## src/rtl/cache_ctrl_2way.sv

```systemverilog
// Control FSM for a 2-way set-associative cache.
// Selects the victim from the PLRU on a miss and updates the PLRU on every hit.
// Sequences writeback, allocate and re-compare against physical memory.
module cache_ctrl_2way #(
    parameter int TIMEOUT = 255,
    parameter int CNT_W   = 8
) (
    input  logic       clk0,
    input  logic       rst0,
    input  logic       mem_read,
    input  logic       mem_write,
    input  logic [1:0] hit,
    input  logic [1:0] dirty,
    input  logic       lru_way,
    input  logic       pmem_resp,
    output logic       mem_resp,
    output logic       pmem_read,
    output logic       pmem_write,
    output logic       pmem_addr_sel,
    output logic       plru_csb,
    output logic       plru_web,
    output logic       plru_din,
    output logic       way_sel,
    output logic       load_data,
    output logic       data_src,
    output logic       load_tag,
    output logic       set_valid,
    output logic       set_dirty,
    output logic       clr_dirty,
    output logic       err
);

    typedef enum logic [1:0] {
        IDLE      = 2'd0,
        COMPARE   = 2'd1,
        WRITEBACK = 2'd2,
        ALLOCATE  = 2'd3
    } state_t;

    localparam logic [CNT_W-1:0] TO_LAST = CNT_W'(TIMEOUT - 1);

    state_t           state;
    state_t           state_nxt;
    logic             victim;
    logic [CNT_W-1:0] cnt;
    logic             victim_load;
    logic             cnt_clr;
    logic             cnt_inc;
    logic             err_set;
    logic             req;
    logic             timeout_hit;

    assign req         = mem_read | mem_write;
    assign timeout_hit = (TIMEOUT != 0) && (cnt == TO_LAST);

    // State, victim way, wait counter and sticky error flag.
    always_ff @(posedge clk0 or negedge rst0) begin
        if (!rst0) begin
            state  <= IDLE;
            victim <= 1'b0;
            cnt    <= '0;
            err    <= 1'b0;
        end else begin
            state <= state_nxt;
            if (victim_load) victim <= lru_way;
            if (cnt_clr)
                cnt <= '0;
            else if (cnt_inc)
                cnt <= cnt + 1'b1;
            if (err_set) err <= 1'b1;
        end
    end

    // Next-state and output decode.
    always_comb begin
        state_nxt     = state;
        victim_load   = 1'b0;
        cnt_clr       = 1'b0;
        cnt_inc       = 1'b0;
        err_set       = 1'b0;
        mem_resp      = 1'b0;
        pmem_read     = 1'b0;
        pmem_write    = 1'b0;
        pmem_addr_sel = 1'b0;
        plru_csb      = 1'b1;
        plru_web      = 1'b1;
        plru_din      = 1'b0;
        way_sel       = 1'b0;
        load_data     = 1'b0;
        data_src      = 1'b0;
        load_tag      = 1'b0;
        set_valid     = 1'b0;
        set_dirty     = 1'b0;
        clr_dirty     = 1'b0;
        unique case (state)
            IDLE: begin
                if (req) state_nxt = COMPARE;
            end
            COMPARE: begin
                if (!req) begin
                    state_nxt = IDLE;
                end else if (|hit) begin
                    mem_resp  = 1'b1;
                    plru_csb  = 1'b0;
                    plru_web  = 1'b0;
                    plru_din  = ~hit[0];
                    way_sel   = ~hit[0];
                    if (mem_write) begin
                        load_data = 1'b1;
                        set_dirty = 1'b1;
                    end
                    state_nxt = IDLE;
                end else begin
                    victim_load = 1'b1;
                    cnt_clr     = 1'b1;
                    state_nxt   = dirty[lru_way] ? WRITEBACK : ALLOCATE;
                end
            end
            WRITEBACK: begin
                pmem_write    = 1'b1;
                pmem_addr_sel = 1'b1;
                way_sel       = victim;
                if (pmem_resp) begin
                    cnt_clr   = 1'b1;
                    state_nxt = ALLOCATE;
                end else if (timeout_hit) begin
                    err_set   = 1'b1;
                    state_nxt = IDLE;
                end else begin
                    cnt_inc = 1'b1;
                end
            end
            ALLOCATE: begin
                pmem_read = 1'b1;
                way_sel   = victim;
                if (pmem_resp) begin
                    load_data = 1'b1;
                    data_src  = 1'b1;
                    load_tag  = 1'b1;
                    set_valid = 1'b1;
                    clr_dirty = 1'b1;
                    state_nxt = COMPARE;
                end else if (timeout_hit) begin
                    err_set   = 1'b1;
                    state_nxt = IDLE;
                end else begin
                    cnt_inc = 1'b1;
                end
            end
            default: state_nxt = IDLE;
        endcase
    end

endmodule

```

## config.mk

```make
export PLATFORM = sky130hd
export DESIGN_NAME = cache_ctrl_2way
export DESIGN_NICKNAME = d
export VERILOG_FILES = /design/src/rtl/cache_ctrl_2way.sv
export SDC_FILE = /design/constraint.sdc
export NUM_CORES = 1
export LEC_CHECK = 0
export ABC_AREA = 1
export BUFFER_PORTS_ARGS = -buffer_cell sky130_fd_sc_hd__buf_2
export CAP_MARGIN = 0
export CORE_MARGIN = 2
export CORE_UTILIZATION = 45
export CTS_CLUSTER_DIAMETER = 60
export CTS_CLUSTER_SIZE = 10
export DETAILED_ROUTE_END_ITERATION = 7
export PLACE_DENSITY_LB_ADDON = 0.05
export SLEW_MARGIN = 20
export SYNTH_ARGS = -nofsm -noshare
export SYNTH_HDL_FRONTEND = slang
export SYNTH_SLANG_ARGS = --single-unit
```

## constraint.sdc

```tcl
create_clock -name clk0 -period 1.7 [get_ports clk0]
set_input_delay 0.255 -clock clk0 [delete_from_list [all_inputs] [get_ports clk0]]
set_output_delay 0.255 -clock clk0 [all_outputs]
set_load 0.02 [all_outputs]
```

==> metrics.cfg <==
[finish]
antennaDiodeCount = 0
fin_util_pct = 60.42
drive_gt1_share_pct = 37.42
fin_nets = 173
area_delta_synth_final_pct = 25.10
fillers = 183

[synthesis]
yosysSeqAreaShare_pct = 31.37
synth.area.top_cells = dfrtp_1 31%, nand2_1 13%, ha_1 9.2%
synth_edf_count = 0
synth_commonest_cells = 32 x nand2_1, 15 x nand3_1, 14 x inv_1
synth_compound_area_share_pct = 4.052
yosysMostFrequentCell = nand2_1
synthArstFlopShare_pct = 100.0
syn_nets = 144
syn_inst = 127
synth-adder-area-share_pct = 9.150
synthSimpleGateAreaFrac_pct = 39.48
synth_mux_area_share_pct = 0
synth_area_um2 = 957.2
ys_ff_latch = 12
synthFlopType = dfrtp_1
synthDominantCellAreaShare_pct = 31.37
syn_area_per_cell_um2 = 7.537
synth_top_cell_by_area = dfrtp_1
ys_types = 22
synth_xor_area_share_pct = 3.660
ys_warn_count = 0
synth_top_family_by_area = simple AND/OR/NAND/NOR gates

[global_routing]
grt_max_degree = 15
antenna_found_initial = 0
grt_pass1_vias = 814
grt_overflow = 0
grt_usage_pct = 17.74
grt_pass1_wl_mm = 3.463

[status]
status = complete, no violations

[critical_path]
cp_data_arrival_time_ns = 1.41
path_buf_inv = 2
cp_top_family = flip-flops
cp-start-kind = flip-flop
cp.required_ns = 1.44
worstSetupEndpointType = output pin
critPathMaxFanout = 4
slowest_delay_ns = 0.42
cp_cell_sequence = buf_6, ha_4, nand4_1, a21oi_2, buf_4
path_class = flip-flop to output pin
crit_path_top_delay_cell = dfrtp_1

[worst_hold_path]
hold_path.class = primary input to flip-flop

[sta]
worst_slack_ns = 0.03229
rsz0062_at_grt = yes
finalClockSkew_ns = 0.001068
fmax_mhz = 599.6
finalCritPeriodShare_pct = 98.10
drv_slew = 0
tightest_slew_ns = 0.2851
hold_violations = 0
setup_violations = 0
min_period_ns = 1.668
maxSlewHeadroom_pct = 81.00

[clock_tree]
h-tree-depth = 1
cts_buffers = 3
cts.clk_slew.worst_paths_ns = 0.07
cts.sinks = 12
clkLatencyLatePin_ns = 0.27
cts_tree = done
cts_root_buf = clkbuf_4
cts_buffer_depth = 2

[floorplanning]
die_w_um = 50.12
ios = 25
core_um2 = 1982
start_util_pct = 48.30
row_count = 16
die_height_um = 50.12
dieArea_um2 = 2512

[drt]
antenna_left = 0
first_pass_iters = 4
drt_iter0_markers = 22
viasPerCell = 4.775
vias = 869
routed_wl_mm = 2.013
drcViolationCount = 0
routedWlPerCell_um = 11.06

[power]
pwr-share-comb_pct = 52.1
swShare_pct = 42.58
seqPwrFrac_pct = 30.7
power.density_nw_per_um2 = 1106
p_total_uw = 1325
p_leak_uw = 0.0006901
p_sw_uw = 563.9
max-vdd-ir-drop_mv = 0.7969
p_int_uw = 760.6
pwr-share-clk_pct = 17.2

[placement]
hpwlAfterDp_mm = 1.419
place_worst_setup_slack_ns = 0.1245
io_buffers = 24
globalplace.congestion = 0.8550

[run]
cap_violations = 0

[registers in the layout, indices dropped and copies added, names as in the netlist]
name,count
state,2
cnt,8
err,1
victim,1
[routing by layer]
metal  vias up  routed length, um  GRT usage, %
li1        450                  -             -
met1       400                967         24.95
met2        19                957         27.63
met3         0                 87         4.545
met4         0                  0         2.778
met5         -                  0             0
[tightest hold or removal path, stage by stage]
cell	delay [ns]
buf_2	0.10
inv_1	0.06
o21ai_1	0.07
[stage by stage]
stage | setup TNS [ns] | instances | hold WS (ns) | cell area (um^2)
6_report | 0 | 182 | 0.2452 | 1197
4_1_cts | 0 | 179 | 0.2389 | 1146
3_5_place_dp | 0 | 172 | 0.1529 | 1065
2_1_floorplan | 0 | 127 | -0.04059 | 959.7
3_3_place_gp | 0 | 172 | 0.1536 | 1065
5_1_grt | -0.1129 | 182 | 0.2612 | 1197
[worst paths after layout]
check,from,to,slack (ns),cells past startpoint
max,state[0],way_sel,0.03,5
min,lru_way,victim,0.25,3
max reg2reg,state[0],cnt[0],0.11,9
min reg2reg,err,err,0.46,1
max in group asynchronous,rst0,state[1],1.07,2
min in group asynchronous,rst0,err,0.39,2
[kinds of logic (layout without fill, tap and decap cells)]
family / Yosys count / after routing
buffers and inverters: 23 / 51
AO/OA/AOI/OAI: 7 / 7
XOR/XNOR: 4 / 4
flip-flops: 12 / 12
AND/OR/NAND/NOR: 74 / 74
adder cells (fa/ha/maj): 7 / 7
[cell usage in the layout, fill, tap and decap left out, types with 2 or more instances in the layout]
master    count
nand2_1      32
nand2_2       3
buf_4         6
nor2_4        3
ha_4          2
nor2_1        9
dfrtp_1      11
xor2_1        4
nand3_1      15
ha_1          4
nor2_2        4
inv_2         5
clkbuf_4      3
o21ai_1       4
nand2_4       2
nand3b_1      3
inv_1        11
buf_2        22
[final cells by class]
type	instances	area, um^2	area share, %
Clock buffer	4	36.28	3.030
Sequential cell	12	301.5	25.18
Tap cell	27	33.78	2.821
Multi-Input combinational cell	92	580.6	48.48
Timing Repair Buffer	30	176.4	14.73
Inverter	17	68.82	5.747
[power by group through the flow]
stage	clock network, uW	registers (uW)	logic, uW
after floorplan	0	396	448
after global placement	0	409	550
after detailed placement	0	411	548
final	227	407	690
after global routing	253	418	761
after CTS	236	400	613
[what timing repair did]
item,CTS,global route
resized for setup,6,9
hold endpoints to repair,12,0
endpoints found under the setup margin,1,4
pin swaps,1,4
hold buffers,1,0
setup buffers,2,3
Note: power is estimated with default switching activity, not from simulation.
